`src/rtl/attn_seq_pkg.sv`:
```
// rtl/attn_seq_pkg.sv - state encoding, inst word layout and helpers shared by attn_seq
package attn_seq_pkg;

    localparam int INST_W          = 17;
    localparam int INST_OFIFO_RD   = 16;
    localparam int INST_QK_ADD_LSB = 12;
    localparam int INST_P_ADD_LSB  = 8;
    localparam int INST_ADD_W      = 4;
    localparam int INST_EXEC       = 7;
    localparam int INST_KLOAD      = 6;
    localparam int INST_QMEM_RD    = 5;
    localparam int INST_QMEM_WR    = 4;
    localparam int INST_KMEM_RD    = 3;
    localparam int INST_KMEM_WR    = 2;
    localparam int INST_PMEM_RD    = 1;
    localparam int INST_PMEM_WR    = 0;

    // Five bits so a 16-entry phase reaches its terminal count without wrapping.
    localparam int CNT_W  = 5;
    localparam int WDOG_W = 6;

    typedef enum logic [2:0] {
        S_IDLE,
        S_LOAD_Q,
        S_LOAD_K,
        S_KLOAD,
        S_KGAP,
        S_EXEC,
        S_DRAIN,
        S_DONE
    } state_e;

    function automatic logic [INST_W-1:0] inst_qk(input logic [INST_ADD_W-1:0] add);
        logic [INST_W-1:0] w;
        w = '0;
        w[INST_QK_ADD_LSB +: INST_ADD_W] = add;
        return w;
    endfunction

endpackage

```
`src/rtl/attn_seq_drain.sv`:
```
// rtl/attn_seq_drain.sv - output FIFO to psum memory drain: rd->wr pipeline, row count, watchdog
// Watchdog present only when ATTN_SEQ_WDOG_EN is defined; otherwise timeout is tied low.
module attn_seq_drain
    import attn_seq_pkg::*;
#(
    parameter int NQ = 8
) (
    input  logic                  clk,
    input  logic                  reset,
    input  logic                  en,
    input  logic                  ofifo_valid,
    output logic                  rd,
    output logic                  wr,
    output logic [INST_ADD_W-1:0] pmem_add,
    output logic                  drain_done,
    output logic                  timeout
);

    localparam logic [CNT_W-1:0] NQ_C    = CNT_W'(NQ);
    localparam logic [CNT_W-1:0] NQ_LAST = CNT_W'(NQ - 1);

    logic [CNT_W-1:0] rd_cnt_q, rd_cnt_d;
    logic [CNT_W-1:0] wr_cnt_q, wr_cnt_d;
    logic             wr_pend_q, wr_pend_d;

    assign rd         = en && ofifo_valid && (rd_cnt_q != NQ_C);
    assign wr         = wr_pend_q;
    assign pmem_add   = wr_cnt_q[INST_ADD_W-1:0];
    assign drain_done = wr_pend_q && (wr_cnt_q == NQ_LAST);

    // Every read is answered by exactly one psum write on the following cycle.
    always_comb begin
        rd_cnt_d  = '0;
        wr_cnt_d  = '0;
        wr_pend_d = 1'b0;
        if (en) begin
            rd_cnt_d  = rd ? rd_cnt_q + CNT_W'(1) : rd_cnt_q;
            wr_cnt_d  = wr_pend_q ? wr_cnt_q + CNT_W'(1) : wr_cnt_q;
            wr_pend_d = rd;
        end
    end

    always_ff @(posedge clk or posedge reset) begin
        if (reset) begin
            rd_cnt_q  <= '0;
            wr_cnt_q  <= '0;
            wr_pend_q <= 1'b0;
        end else begin
            rd_cnt_q  <= rd_cnt_d;
            wr_cnt_q  <= wr_cnt_d;
            wr_pend_q <= wr_pend_d;
        end
    end

`ifdef ATTN_SEQ_WDOG_EN
    logic [WDOG_W-1:0] wdog_q, wdog_d;

    always_comb begin
        wdog_d = '0;
        if (en && !rd) begin
            wdog_d = wdog_q + WDOG_W'(1);
        end
    end

    always_ff @(posedge clk or posedge reset) begin
        if (reset) begin
            wdog_q <= '0;
        end else begin
            wdog_q <= wdog_d;
        end
    end

    assign timeout = en && !rd && (wdog_q == '1);
`else
    assign timeout = 1'b0;
`endif

endmodule

```
`src/rtl/attn_seq.sv`:
```
// rtl/attn_seq.sv - attention core instruction sequencer: host load, kernel load, execute, drain
// Optional DRAIN watchdog and sticky err enabled by defining ATTN_SEQ_WDOG_EN.
module attn_seq
    import attn_seq_pkg::*;
#(
    parameter int BW   = 8,
    parameter int PR   = 16,
    parameter int COL  = 8,
    parameter int NQ   = 8,
    parameter int NK   = 8,
    parameter int KGAP = 8
) (
    input  logic               clk,
    input  logic               reset,
    input  logic               start,
    input  logic               in_valid,
    output logic               in_ready,
    input  logic [PR*BW-1:0]   in_data,
    input  logic               ofifo_valid,
    output logic [INST_W-1:0]  inst,
    output logic [PR*BW-1:0]   mem_in,
    output logic               busy,
    output logic               done,
    output logic               err
);

    localparam logic [CNT_W-1:0] NQ_C      = CNT_W'(NQ);
    localparam logic [CNT_W-1:0] NK_C      = CNT_W'(NK);
    localparam logic [CNT_W-1:0] NQ_LAST   = CNT_W'(NQ - 1);
    localparam logic [CNT_W-1:0] NK_LAST   = CNT_W'(NK - 1);
    localparam logic [CNT_W-1:0] KGAP_LAST = CNT_W'(KGAP - 1);

    // COL only shapes the core's array; the sequencer never addresses columns.
    if (COL < 1) begin : g_col_unused
    end

    state_e              state_q, state_d;
    logic [CNT_W-1:0]    cnt_q, cnt_d;
    logic [INST_W-1:0]   inst_q, inst_d;
    logic [PR*BW-1:0]    mem_in_q, mem_in_d;

    logic                  drain_rd;
    logic                  drain_wr;
    logic [INST_ADD_W-1:0] drain_add;
    logic                  drain_done;
    logic                  timeout;

    assign in_ready = (state_q == S_LOAD_Q) || (state_q == S_LOAD_K);
    assign busy     = (state_q != S_IDLE);
    assign done     = (state_q == S_DONE);
    assign inst     = inst_q;
    assign mem_in   = mem_in_q;

    attn_seq_drain #(
        .NQ (NQ)
    ) u_drain (
        .clk         (clk),
        .reset       (reset),
        .en          (state_q == S_DRAIN),
        .ofifo_valid (ofifo_valid),
        .rd          (drain_rd),
        .wr          (drain_wr),
        .pmem_add    (drain_add),
        .drain_done  (drain_done),
        .timeout     (timeout)
    );

    always_comb begin
        state_d  = state_q;
        cnt_d    = cnt_q;
        inst_d   = '0;
        mem_in_d = mem_in_q;
        case (state_q)
            S_IDLE: begin
                if (start) begin
                    state_d = S_LOAD_Q;
                    cnt_d   = '0;
                end
            end
            S_LOAD_Q: begin
                if (in_valid) begin
                    mem_in_d             = in_data;
                    inst_d               = inst_qk(cnt_q[INST_ADD_W-1:0]);
                    inst_d[INST_QMEM_WR] = 1'b1;
                    if (cnt_q == NQ_LAST) begin
                        state_d = S_LOAD_K;
                        cnt_d   = '0;
                    end else begin
                        cnt_d = cnt_q + CNT_W'(1);
                    end
                end
            end
            S_LOAD_K: begin
                if (in_valid) begin
                    mem_in_d             = in_data;
                    inst_d               = inst_qk(cnt_q[INST_ADD_W-1:0]);
                    inst_d[INST_KMEM_WR] = 1'b1;
                    if (cnt_q == NK_LAST) begin
                        state_d = S_KLOAD;
                        cnt_d   = '0;
                    end else begin
                        cnt_d = cnt_q + CNT_W'(1);
                    end
                end
            end
            S_KLOAD: begin
                // The extra cycle keeps kernel-load high across the kmem read latency.
                if (cnt_q != NK_C) begin
                    inst_d               = inst_qk(cnt_q[INST_ADD_W-1:0]);
                    inst_d[INST_KMEM_RD] = 1'b1;
                end
                inst_d[INST_KLOAD] = 1'b1;
                if (cnt_q == NK_C) begin
                    state_d = (KGAP == 0) ? S_EXEC : S_KGAP;
                    cnt_d   = '0;
                end else begin
                    cnt_d = cnt_q + CNT_W'(1);
                end
            end
            S_KGAP: begin
                if (cnt_q == KGAP_LAST) begin
                    state_d = S_EXEC;
                    cnt_d   = '0;
                end else begin
                    cnt_d = cnt_q + CNT_W'(1);
                end
            end
            S_EXEC: begin
                if (cnt_q != NQ_C) begin
                    inst_d               = inst_qk(cnt_q[INST_ADD_W-1:0]);
                    inst_d[INST_QMEM_RD] = 1'b1;
                end
                inst_d[INST_EXEC] = (cnt_q != '0);
                if (cnt_q == NQ_C) begin
                    state_d = S_DRAIN;
                    cnt_d   = '0;
                end else begin
                    cnt_d = cnt_q + CNT_W'(1);
                end
            end
            S_DRAIN: begin
                inst_d[INST_OFIFO_RD]                    = drain_rd;
                inst_d[INST_PMEM_WR]                     = drain_wr;
                inst_d[INST_P_ADD_LSB +: INST_ADD_W]     = drain_wr ? drain_add : '0;
                if (drain_done || timeout) begin
                    state_d = S_DONE;
                end
            end
            S_DONE: begin
                state_d = S_IDLE;
            end
            default: begin
                state_d = S_IDLE;
            end
        endcase
    end

    always_ff @(posedge clk or posedge reset) begin
        if (reset) begin
            state_q  <= S_IDLE;
            cnt_q    <= '0;
            inst_q   <= '0;
            mem_in_q <= '0;
        end else begin
            state_q  <= state_d;
            cnt_q    <= cnt_d;
            inst_q   <= inst_d;
            mem_in_q <= mem_in_d;
        end
    end

`ifdef ATTN_SEQ_WDOG_EN
    logic err_q, err_d;

    always_comb begin
        err_d = err_q;
        if (state_q == S_IDLE && start) begin
            err_d = 1'b0;
        end
        if (timeout) begin
            err_d = 1'b1;
        end
    end

    always_ff @(posedge clk or posedge reset) begin
        if (reset) begin
            err_q <= 1'b0;
        end else begin
            err_q <= err_d;
        end
    end

    assign err = err_q;
`else
    assign err = 1'b0;
`endif

endmodule

```
`config.mk`:
```
export PLATFORM = sky130hd
export DESIGN_NAME = attn_seq
export DESIGN_NICKNAME = d
export VERILOG_FILES = /design/src/rtl/attn_seq_pkg.sv /design/src/rtl/attn_seq_drain.sv /design/src/rtl/attn_seq.sv
export SDC_FILE = /design/constraint.sdc
export NUM_CORES = 1
export LEC_CHECK = 0
export BUFFER_PORTS_ARGS = -buffer_cell sky130_fd_sc_hd__buf_2
export CAP_MARGIN = 20
export CORE_MARGIN = 2
export CORE_UTILIZATION = 45
export CTS_CLUSTER_SIZE = 12
export DETAILED_ROUTE_END_ITERATION = 6
export GPL_TIMING_DRIVEN = 0
export PLACE_DENSITY = 0.8
export SYNTH_ARGS = -nofsm -noshare
export SYNTH_HDL_FRONTEND = slang
export SYNTH_SLANG_ARGS = --single-unit
```
`constraint.sdc`:
```
create_clock -name clk -period 7.7 [get_ports clk]
set_clock_uncertainty 0.05 [all_clocks]
set_input_delay 1.925 -clock clk [delete_from_list [all_inputs] [get_ports clk]]
set_output_delay 1.925 -clock clk [all_outputs]
set_load 0.005 [all_outputs]
```
==> run summary, run 1 <==
## Run status
* **result of the run** complete, no violations

## Power
* **LEAKAGE** 4.26 nW
* **total power** 3.62 mW
* **areal power density over the cells** 420 nW/um2
* **maximum vdd drop** 196 uV

## Setup path
* **sum of buffers and inverters on the critical path** 3
* **max incr delay on CP** 0.35 ns
* **cell with the largest stage delay on the worst path** sky130_fd_sc_hd__dfrtp_1
* **kind of end point of the critical path** output pin
* **cell breakdown of the critical path** buf_2 > clkbuf_1 > nor2_1 > nand2_1 > buf_2
* **Critical Setup Path Class** flip-flop to output pin
* **type of origin of the critical path** flip-flop
* **Worst EP arrival** 1.66 ns
* **top fanout value on the critical path** 10
* **critical path's top delay family** buffers and inverters
* **cell repeated most along the worst path** sky130_fd_sc_hd__buf_2
* **Required @ worst endpoint** 5.73 ns

## Floorplanning
* **floorplan die area** 15,100 um2
* **placeable core area** 13,800 um2
* **die height** 123 um
* **number of core rows** 43
* **num ports** 282
* **Initial Utilization** 46.1%
* **width of the die** 123 um

## Drt
* **total via count in the routed design** 4,612
* **drt wl/cell** 16.4 um
* **average via count per standard cell** 4.96
* **Starting DRT DRC Count** 197
* **remaining number of nets flagged by the antenna check after routing** 0
* **number of remaining DRC errors** 0
* **Detailed Routing Iterations Pass 1** 4
* **aggregate routed wire length** 15.3 mm

## Synthesis
* **fraction of registers with async set or reset after synthesis** 100%
* **post-synthesis register bit count** 162
* **Primary FF master, synth** sky130_fd_sc_hd__dfrtp_1
* **number of distinct library cells after synthesis** 40
* **Synth Area per Inst** 14.6 um2
* **netlist area before placement** 6370 um2
* **Yosys warning total** 0
* **post-synthesis cell count** 436
* **sequential cell area fraction in the yosys report** 63.6%
* **number of enable flip-flop cells after synthesis** 0

## Global route
* **total track usage** 19.7%
* **initial antenna violation count** 0
* **overall overflow remaining after global route** 0
* **global-route wire length before repair** 22.6 mm
* **pin count of the biggest net entering global routing** 83
* **number of global-route vias before repair** 4,599

## Cells and area
* **cell area after layout** 8630 um2
* **Synth-to-Final Area Change** 35.4%
* **most frequent standard cell in the layout excluding fill and tap cells** sky130_fd_sc_hd__buf_2
* **share of cells above drive strength 1** 61.7%
* **count of antenna diodes in the layout** 0
* **NumNets Final** 874
* **top library cells by usage in the layout, fill and taps aside** sky130_fd_sc_hd__buf_2 (294), sky130_fd_sc_hd__dfrtp_1 (162), sky130_fd_sc_hd__mux2_2 (130)

## Timing
* **transition time at the pin with the least slew margin** 0.731 ns
* **final critical delay including setup and external delays** 3.64 ns
* **Final Max Slew Viols** 0
* **final period utilization** 47.3%
* **setup TNS after final layout** 0 ns
* **total of endpoints with negative setup slack in the final report** 0
* **count of endpoints failing hold in the final timing report** 0
* **setup repair after global routing missed its margin** false
* **final worst setup slack** 4.06 ns
* **Max Clk Rate** 275 MHz
* **Slew Limit Headroom** 51.3%
* **hold slack final** 0.452 ns

## CTS
* **H-tree levels** 4
* **CTS Buf Count** 17
* **Clock Sink Count** 162
* **clock transition at the register clock pins on the worst setup and hold paths after CTS** 0.06 ns
* **quantity of gates resized following cts** 0
* **buffers inserted during post-CTS setup optimization** 0
* **clock tree from TritonCTS** built
* **Worst-Skew Late Latency** 0.41 ns
* **CTS Root Buffer Type** sky130_fd_sc_hd__clkbuf_16
* **Clock Tree Buf Depth** 2
* **hold-fix buffers at CTS** 0

## Placement
* **Cell Area, Placed** 8030 um2
* **DP HPWL** 11.5 mm
* **routability congestion estimate** 0.856
* **worst-case setup slack after placement** 3.90 ns
* **count of buffers inserted at the top-level ports** 279

## Worst hold path
* **class of the tightest hold or removal check** flip-flop to flip-flop

## Run
* **count of maximum capacitance violations** 0

synthesized netlist by cell type (all sizes together), types with 2 or more instances:
master / count / area (um2)
dfrtp: 162 / 4050
mux2: 130 / 1460
buf: 19 / 109
nor2: 18 / 67.6
nand2: 15 / 56.3
a21oi: 9 / 45.0
clkbuf: 7 / 26.3
inv: 7 / 26.3
xor2: 7 / 61.3
and3: 6 / 37.5
ha: 5 / 62.6
and2: 4 / 27.5
nand3: 4 / 20.0
nand4: 4 / 25.0
nand2b: 3 / 18.8
nor3: 3 / 15.0
nor3b: 3 / 22.5
nor4b: 3 / 26.3
o21ai: 3 / 15.0
a211oi: 2 / 15.0
mux2i: 2 / 20.0
nor4: 2 / 12.5
nor4bb: 2 / 20.0
or4: 2 / 15.0
xnor2: 2 / 17.5
through the flow:
stage          util, %  std cells
4_1_cts           62.4        929
6_report          62.4        929
3_5_place_dp      58.1        897
5_1_grt           62.4        929
2_1_floorplan        -        437
3_3_place_gp      57.8        896
cells by family (layout without fill, tap and decap cells):
family,Yosys count,count (layout),synth area share [%]
flip-flops,162,162,63.6
multiplexers,132,132,23.3
AND/OR/NAND/NOR,74,74,6.36
buffers and inverters,33,345,2.53
AO/OA/AOI/OAI,20,20,1.89
XOR/XNOR,9,9,1.24
adder cells (fa/ha/maj),5,5,0.982
other,1,2,0.0589
cell type report:
class	instances	area, um2
Tap cell	180	225
Inverter	7	31.3
Sequential cell	162	4050
Clock buffer	20	447
Timing Repair Buffer	280	1420
Buffer	26	135
Clock inverter	12	153
Multi-Input combinational cell	242	2160
Fill cell	1089	5200
worst register-to-register path, cell delays in order (launching register included):
cell	delay (ns)
sky130_fd_sc_hd__dfrtp_1	0.35
sky130_fd_sc_hd__buf_2	0.16
sky130_fd_sc_hd__nand2b_1	0.23
sky130_fd_sc_hd__a21oi_1	0.24
sky130_fd_sc_hd__and2_1	0.19
sky130_fd_sc_hd__clkbuf_1	0.51
sky130_fd_sc_hd__buf_2	0.39
sky130_fd_sc_hd__mux2_2	0.38
where the power goes:
part | total (mW) | internal (mW) | switching (mW)
sequential | 1.42 | 1.24 | 0.190
combinational | 1.34 | 0.754 | 0.586
clock | 0.854 | 0.520 | 0.334
total | 3.62 | 2.51 | 1.11
flip-flops by register name (all words and copies together) (netlist names):
name	flops
state_q	3
mem_in	128
u_drain.wr_cnt_q	5
cnt_q	5
inst	16
u_drain.rd_cnt_q	5
worst paths after layout:
| path | start | end | slack [ns] | cells past startpoint |
|---|---|---|---|---|
| worst max-delay path | state_q[1] | busy | 4.06 | 5 |
| worst min-delay path | mem_in[106] | mem_in[106] | 0.45 | 1 |
| max in group asynchronous | reset | mem_in[67] | 5.18 | 3 |
| worst max register to register | state_q[1] | mem_in[89] | 5.10 | 7 |
| min in group asynchronous | reset | mem_in[110] | 1.58 | 2 |
| worst min register to register | mem_in[106] | mem_in[106] | 0.45 | 1 |
metal layers:
layer / global-route usage (%) / wire (um) / share of wire [%]
met5: 0 / 0 / 0
met4: 9.23 / 371 / 2.4
met3: 4.57 / 1010 / 6.6
met2: 34.9 / 8150 / 53
met1: 22.5 / 5730 / 38
Power figures use the tool's default switching activity.
==> inputs of run 2 (changes only) <==
==> constraint.sdc (replaced) <==
create_clock -name clk -period 3.6 [get_ports clk]
set_clock_uncertainty 0.05 [all_clocks]
set_input_delay 0.9 -clock clk [delete_from_list [all_inputs] [get_ports clk]]
set_output_delay 0.9 -clock clk [all_outputs]
set_load 0.005 [all_outputs]
==> run 2 against run 1 <==
  * First-iteration DRC count decreased by 30%
  * Sequential share of layout area shrank 0.44 points
  * Sequential power up 120%
  * Largest cell class unchanged
  * Highest routed layer unchanged
==> run summary, run 2 (synthesis gave the netlist of run 1 again) <==
## Setup path
* **type of origin of the critical path** flip-flop
* **cell with the largest stage delay on the worst path** sky130_fd_sc_hd__clkbuf_1
* **reg2reg start** state_q[1]
* **max incr delay on CP** 0.47 ns, +0.12 ns
* **Worst EP arrival** 2.93 ns, +1.27 ns
* **register-to-register path setup slack** 0.92 ns, -4.18 ns
* **sum of buffers and inverters on the critical path** 3, unchanged
* **cell repeated most along the worst path** sky130_fd_sc_hd__buf_2
* **count of cells along the worst register-to-register path** 7, unchanged
* **top fanout value on the critical path** 10, unchanged
* **Required @ worst endpoint** 3.85 ns, -1.88 ns
* **endpoint of the worst-slack reg-to-reg timing path** mem_in[91]
* **Critical Setup Path Class** flip-flop to flip-flop
* **critical path's top delay family** buffers and inverters
* **cell breakdown of the critical path** buf_2 > nand2b_1 > a21oi_1 > and2_1 > clkbuf_1 > buf_2 > mux2_2
* **kind of end point of the critical path** flip-flop

## CTS
* **buffers inserted during post-CTS setup optimization** 0, unchanged
* **Clock Tree Buf Depth** 2, unchanged
* **clock transition at the register clock pins on the worst setup and hold paths after CTS** 0.06 ns, about the same
* **Worst-Skew Late Latency** 0.42 ns, about the same
* **quantity of gates resized following cts** 0, unchanged
* **Clock Sink Count** 162, unchanged
* **H-tree levels** 4, unchanged
* **hold-fix buffers at CTS** 0, unchanged
* **CTS Root Buffer Type** sky130_fd_sc_hd__clkbuf_16
* **CTS Buf Count** 17, unchanged
* **clock tree from TritonCTS** built

## Cells and area
* **NumNets Final** 876, +0.23%
* **cell area after layout** 8710 um2, +0.94%
* **filler cell count in the final layout** 1,033, -5.1%
* **share of cells above drive strength 1** 61.9%, +0.24 points
* **top library cells by usage in the layout, fill and taps aside** sky130_fd_sc_hd__buf_2 (294), sky130_fd_sc_hd__dfrtp_1 (162), sky130_fd_sc_hd__mux2_2 (130)
* **area of the multi-input gates** 2160 um2, unchanged
* **Post-Layout Cell Count** 931, +0.22%
* **number of flip-flops in the largest register** 128, unchanged
* **storage element area** 4050 um2, unchanged
* **most frequent standard cell in the layout excluding fill and tap cells** sky130_fd_sc_hd__buf_2
* **Synth-to-Final Area Change** 36.7%
* **count of antenna diodes in the layout** 0, unchanged

## Floorplanning
* **number of core rows** 43, unchanged
* **width of the die** 123 um, unchanged
* **floorplan die area** 15,100 um2, unchanged
* **Initial Utilization** 46.1%, unchanged
* **die height** 123 um, unchanged
* **num ports** 282, unchanged
* **placeable core area** 13,800 um2, unchanged

## Timing
* **hold slack final** 0.451 ns, -0.00120 ns
* **setup TNS after final layout** 0 ns, unchanged
* **Final Max Slew Viols** 0, unchanged
* **setup repair after global routing missed its margin** false
* **final period utilization** 74.4%
* **Slew Limit Headroom** 46.3%, -5.0 points
* **final critical delay including setup and external delays** 2.68 ns
* **Max Clk Rate** 373 MHz
* **count of endpoints failing hold in the final timing report** 0, unchanged
* **final worst setup slack** 0.921 ns, -3.14 ns
* **transition time at the pin with the least slew margin** 0.804 ns, +0.0731 ns
* **total of endpoints with negative setup slack in the final report** 0, unchanged

## Worst hold path
* **Min-Delay Startpoint** mem_in[93]
* **cell depth of the worst min-delay path** 1, unchanged
* **class of the tightest hold or removal check** flip-flop to flip-flop
* **Min-Delay Endpoint** mem_in[93]

## Run
* **count of maximum capacitance violations** 0, unchanged

## Power
* **areal power density over the cells** 911 nW/um2, +120%
* **LEAKAGE** 4.29 nW, +0.69%
* **maximum vdd drop** 403 uV, +110%

## Global route
* **pin count of the biggest net entering global routing** 46, -45%
* **overall overflow remaining after global route** 0, unchanged
* **total track usage** 20.9%, +1.2 points
* **initial antenna violation count** 0, unchanged
* **number of global-route vias before repair** 4,813, +4.7%
* **global-route wire length before repair** 23.8 mm, +5.2%

## Placement
* **Cell Area, Placed** 8060 um2, +0.39%
* **count of buffers inserted at the top-level ports** 279, unchanged
* **routability congestion estimate** 0.804, -6.1%
* **DP HPWL** 12.3 mm, +6.7%
* **worst-case setup slack after placement** 0.754 ns, -3.15 ns
* **Placed Cells** 899, +0.22%

## Drt
* **aggregate routed wire length** 16.0 mm, +5.0%
* **Starting DRT DRC Count** 138, -30%
* **number of remaining DRC errors** 0, unchanged
* **total via count in the routed design** 4,674, +1.3%
* **Detailed Routing Iterations Pass 1** 5, +1
* **drt wl/cell** 17.2 um, +4.8%
* **average via count per standard cell** 5.02, +1.1%
* **remaining number of nets flagged by the antenna check after routing** 0, unchanged

## Run status
* **result of the run** complete, no violations

-- run 2: cell count changes in the layout (fill, tap and decap cells not counted), sizes merged --
cell	delta
inv	-3
buf	+2
bufinv	+2
clkinvlp	+2
clkbuf	-1
-- run 2: power breakdown --
group	total (mW)	leakage (nW)	switching [mW]	internal (mW)
Clock	1.97	0.313	0.716	1.25
Sequential	3.06	1.96	0.416	2.64
Combinational	2.91	2.01	1.30	1.62
Total	7.94	4.29	2.43	5.51
-- run 2: metal layers --
metal / share of wire [%] / up-vias / GRT usage [%]
met5: 0 / - / 0
met4: 3.6 / 0 / 11.0
met3: 6.2 / 52 / 5.30
met2: 53 / 191 / 37.6
met1: 37 / 2300 / 22.5
li1: - / 2131 / -
-- run 2: how the worst max path moves through the flow --
stage                 end       start  cells past startpoint  slack (ns)
2_1_floorplan    cnt_q[0]       reset                      1        0.59
3_3_place_gp   mem_in[48]       reset                      2       -0.19
3_5_place_dp   mem_in[91]    in_valid                      5        0.75
4_1_cts        mem_in[91]  state_q[1]                      7        0.85
5_1_grt        mem_in[91]  state_q[1]                      7        0.70
6_report       mem_in[91]  state_q[1]                      7        0.92
-- run 2: cell type report --
class                           count  area share (%)
Sequential cell                   162            46.6
Multi-Input combinational cell    242            24.8
Timing Repair Buffer              282            16.7
Clock buffer                       19            5.09
Tap cell                          180            2.59
Clock inverter                     13            2.37
Buffer                             26            1.55
Inverter                            7           0.345
-- run 2: stage by stage --
step / utilization [%] / power [mW]
2_1_floorplan: - / 4.69
3_3_place_gp: 57.9 / 5.84
3_5_place_dp: 58.3 / 6.03
4_1_cts: 63.0 / 8.01
5_1_grt: 63.0 / 8.41
6_report: 63.0 / 7.94
==> inputs of run 3 (changes only) <==
--- a/config.mk
+++ b/config.mk
@@ -5,10 +5,11 @@
 export SDC_FILE = /design/constraint.sdc
 export NUM_CORES = 1
 export LEC_CHECK = 0
+export ABC_AREA = 1
 export BUFFER_PORTS_ARGS = -buffer_cell sky130_fd_sc_hd__buf_2
 export CAP_MARGIN = 20
 export CORE_MARGIN = 2
-export CORE_UTILIZATION = 45
+export CORE_UTILIZATION = 43
 export CTS_CLUSTER_SIZE = 12
 export DETAILED_ROUTE_END_ITERATION = 6
 export GPL_TIMING_DRIVEN = 0
==> constraint.sdc (replaced) <==
create_clock -name clk -period 2.2 [get_ports clk]
set_clock_uncertainty 0.05 [all_clocks]
set_input_delay 0.55 -clock clk [delete_from_list [all_inputs] [get_ports clk]]
set_output_delay 0.55 -clock clk [all_outputs]
set_load 0.005 [all_outputs]
==> run 3 against run 2 <==
  * Worst setup slack worse by 0.74 ns
  * Hold slack worse by 0.31 ns
  * Final area up 0.32%
  * Clock power up 43%
  * Utilization down 3.1 points
  * Critical endpoint is now in_ready
  * Largest power group unchanged
==> run summary, run 3 <==
## Run status
* **result of the run** complete, no violations

## Setup path
* **Critical Setup Path Class** flip-flop to output pin
* **cell with the largest stage delay on the worst path** sky130_fd_sc_hd__dfrtp_1
* **sum of buffers and inverters on the critical path** 1, -2
* **kind of end point of the critical path** output pin
* **Worst EP arrival** 1.42 ns, -1.51 ns
* **critical path's top delay family** flip-flops
* **max incr delay on CP** 0.47 ns, about the same
* **type of origin of the critical path** flip-flop
* **top fanout value on the critical path** 7, -3
* **cell repeated most along the worst path** sky130_fd_sc_hd__nand2_1
* **cell breakdown of the critical path** nand2_1 > nand2_1 > nor2_2 > buf_2
* **Required @ worst endpoint** 1.60 ns, -2.25 ns

## Drt
* **Metal-1 WL** 6.58 mm, +11%
* **total via count in the routed design** 5,775, +24%
* **met2 WL** 8.62 mm, +1.3%
* **aggregate routed wire length** 16.8 mm, +4.6%
* **remaining number of nets flagged by the antenna check after routing** 0, unchanged
* **routed wl met3** 1.16 mm, +17%
* **DR top layer** met4
* **average via count per standard cell** 4.64, -7.6%
* **Detailed Routing Iterations Pass 1** 5, unchanged
* **Starting DRT DRC Count** 301, +120%
* **number of remaining DRC errors** 0, unchanged
* **drt wl/cell** 13.5 um, -22%

## Cells and area
* **Synth-to-Final Area Change** 35.4%
* **count of antenna diodes in the layout** 0, unchanged
* **area of the multi-input gates** 2080 um2, -3.7%
* **cell area after layout** 8740 um2, +0.32%
* **number of flip-flops in the largest register** 128, unchanged
* **top library cells by usage in the layout, fill and taps aside** sky130_fd_sc_hd__nand2_1 (434), sky130_fd_sc_hd__buf_2 (294), sky130_fd_sc_hd__dfrtp_1 (162)
* **share of cells above drive strength 1** 33.6%, -28 points
* **filler cell count in the final layout** 1,258, +22%
* **NumNets Final** 1,186, +35%
* **storage element area** 4050 um2, unchanged
* **most frequent standard cell in the layout excluding fill and tap cells** sky130_fd_sc_hd__nand2_1
* **Post-Layout Cell Count** 1,245, +34%

## Power
* **clock share of power** 23.3%, -1.5 points
* **total power** 12.1 mW, +52%
* **combinational cell fraction of total power** 36.5%, -0.2 points
* **net switching power figure** 4.42 mW, +82%
* **LEAKAGE** 5.19 nW, +21%
* **Switching Share** 36.6%, +6.0 points
* **Internal Power** 7.66 mW, +39%
* **maximum vdd drop** 785 uV, +94%
* **areal power density over the cells** 1380 nW/um2, +52%
* **proportion of power drawn by flip-flops and latches** 40.1%, +1.6 points

## Floorplanning
* **floorplan die area** 16,000 um2, +5.8%
* **width of the die** 126 um, +2.9%
* **number of core rows** 44, +2.3%
* **Initial Utilization** 44.2%, -1.8 points
* **num ports** 282, unchanged
* **placeable core area** 14,600 um2, +5.5%
* **die height** 126 um, +2.9%

## CTS
* **CTS Buf Count** 17, unchanged
* **Clock Tree Buf Depth** 2, unchanged
* **clock tree from TritonCTS** built
* **Worst-Skew Late Latency** 0.42 ns, about the same
* **CTS Root Buffer Type** sky130_fd_sc_hd__clkbuf_16
* **Clock Sink Count** 162, unchanged
* **buffers inserted during post-CTS setup optimization** 0, unchanged
* **H-tree levels** 4, unchanged
* **quantity of gates resized following cts** 0, unchanged
* **hold-fix buffers at CTS** 0, unchanged
* **clock transition at the register clock pins on the worst setup and hold paths after CTS** 0.07 ns, about the same

## Synthesis
* **top post-synthesis cells by count** sky130_fd_sc_hd__nand2_1 (434), sky130_fd_sc_hd__dfrtp_1 (162), sky130_fd_sc_hd__inv_1 (27), sky130_fd_sc_hd__nor2_1 (27)
* **Synth area leaders** sky130_fd_sc_hd__dfrtp_1 (63%), sky130_fd_sc_hd__nand2_1 (25%), sky130_fd_sc_hd__buf_4 (1.9%)
* **synthesized-area fraction occupied by adder cells** 0.970%, -0.012 points
* **area share of the leading cell type in the synthesized netlist** 62.8%, -0.80 points
* **Primary FF master, synth** sky130_fd_sc_hd__dfrtp_1
* **Synth Area per Inst** 8.66 um2, -41%
* **fraction of registers with async set or reset after synthesis** 100%, unchanged
* **share of the synthesized netlist area taken by xor and xnor gates** 0.272%, -0.97 points
* **Post-Synth Simple-Gate Area** 29.1%, +23 points
* **sequential cell area fraction in the yosys report** 62.8%, -0.80 points
* **number of distinct library cells after synthesis** 23, -43%
* **Yosys warning total** 0, unchanged
* **share of cell area taken by muxes after synthesis** 0%, -23 points
* **post-synthesis cell count** 745, +71%
* **post-synthesis register bit count** 162, unchanged
* **most instantiated library cell after synthesis** sky130_fd_sc_hd__nand2_1
* **fraction of the mapped netlist area in compound gates** 1.76%, -0.12 points
* **library cell with the largest summed area after synthesis** sky130_fd_sc_hd__dfrtp_1
* **netlist area before placement** 6450 um2, +1.3%
* **number of enable flip-flop cells after synthesis** 0, unchanged
* **largest family of logic cells by synthesized area** simple AND/OR/NAND/NOR gates

## Timing
* **final worst setup slack** 0.185 ns, -0.736 ns
* **final critical delay including setup and external delays** 2.02 ns
* **setup repair after global routing missed its margin** false
* **Final Max Slew Viols** 0, unchanged
* **final period utilization** 91.6%
* **count of endpoints failing hold in the final timing report** 0, unchanged
* **total of endpoints with negative setup slack in the final report** 0, unchanged
* **setup TNS after final layout** 0 ns, unchanged
* **Max Clk Rate** 496 MHz

## Placement
* **Placed Cells** 1,213, +35%
* **routability congestion estimate** 0.839, +4.3%
* **count of buffers inserted at the top-level ports** 279, unchanged
* **DP HPWL** 12.7 mm, +3.2%
* **worst-case setup slack after placement** 0.285 ns, -0.469 ns
* **Cell Area, Placed** 8170 um2, +1.3%

## Run
* **count of maximum capacitance violations** 0, unchanged

## Global route
* **total track usage** 21.3%, +0.45 points
* **overall overflow remaining after global route** 0, unchanged
* **pin count of the biggest net entering global routing** 44, -4.3%
* **number of global-route vias before repair** 5,608, +17%
* **global-route wire length before repair** 27.0 mm, +13%
* **initial antenna violation count** 0, unchanged

## Worst hold path
* **class of the tightest hold or removal check** primary input to asynchronous set/reset pin

## run 3: kinds of logic after synthesis
logic type	count (synthesis)
other	1
AOI/OAI and AO/OA	22
buffers and inverters	65
DFF	162
xor gates and xnor gates	2
and+or+nand+nor	488
adders and majority gates	5
## run 3: layout make-up
cell class                      instances  share of cell area (%)
Tap cell                              184                    2.64
Clock inverter                         14                    1.50
Buffer                                 32                    2.28
Multi-Input combinational cell        519                    23.8
Clock buffer                           18                    5.03
Sequential cell                       162                    46.4
Timing Repair Buffer                  283                    16.9
Inverter                               33                    1.46
## run 3: power by group through the flow
stage | Combinational, mW | Sequential, mW | Clock (mW)
6_report | 4.41 | 4.85 | 2.82
5_1_grt | 5.06 | 5.00 | 3.02
4_1_cts | 4.51 | 4.84 | 2.87
3_5_place_dp | 4.48 | 4.88 | 0
3_3_place_gp | 4.35 | 4.84 | 0
2_1_floorplan | 2.27 | 4.99 | 0
## run 3: layer usage
layer	vias to the layer above	GRT usage, %
met4	0	6.79
met5	-	0
met1	2656	25.4
met3	32	5.86
met2	217	37.6
li1	2870	-
## run 3: worst register-to-register path: cells and delay by family, from the launching register on
family	cells	cell delay [ns]
buffers and inverters	2	0.17
flip-flops	1	0.43
AND/OR/NAND/NOR	8	0.99
adder cells (fa/ha/maj)	1	0.18
## run 3: metrics by stage
stage               hold WS, ns  util, %
floorplan                 0.383        -
global placement          0.395     55.4
finish                    0.136     59.9
CTS                       0.131     59.9
global route              0.134     59.9
detailed placement        0.402     56.0
## run 3: final timing paths
| path | slack (ns) | depth (start not counted) | endpoint | start |
|---|---|---|---|---|
| worst min register to register | 0.41 | 1 | u_drain.wr_cnt_q[4] | u_drain.wr_cnt_q[4] |
| worst min-delay path | 0.14 | 3 | mem_in[106] | reset |
| min in group clk | 0.27 | 3 | mem_in[3] | in_data[3] |
| worst max-delay path | 0.18 | 4 | in_ready | state_q[0] |
| worst max register to register | 0.27 | 11 | state_q[1] | cnt_q[0] |
| max in group asynchronous | 1.21 | 5 | mem_in[45] | reset |
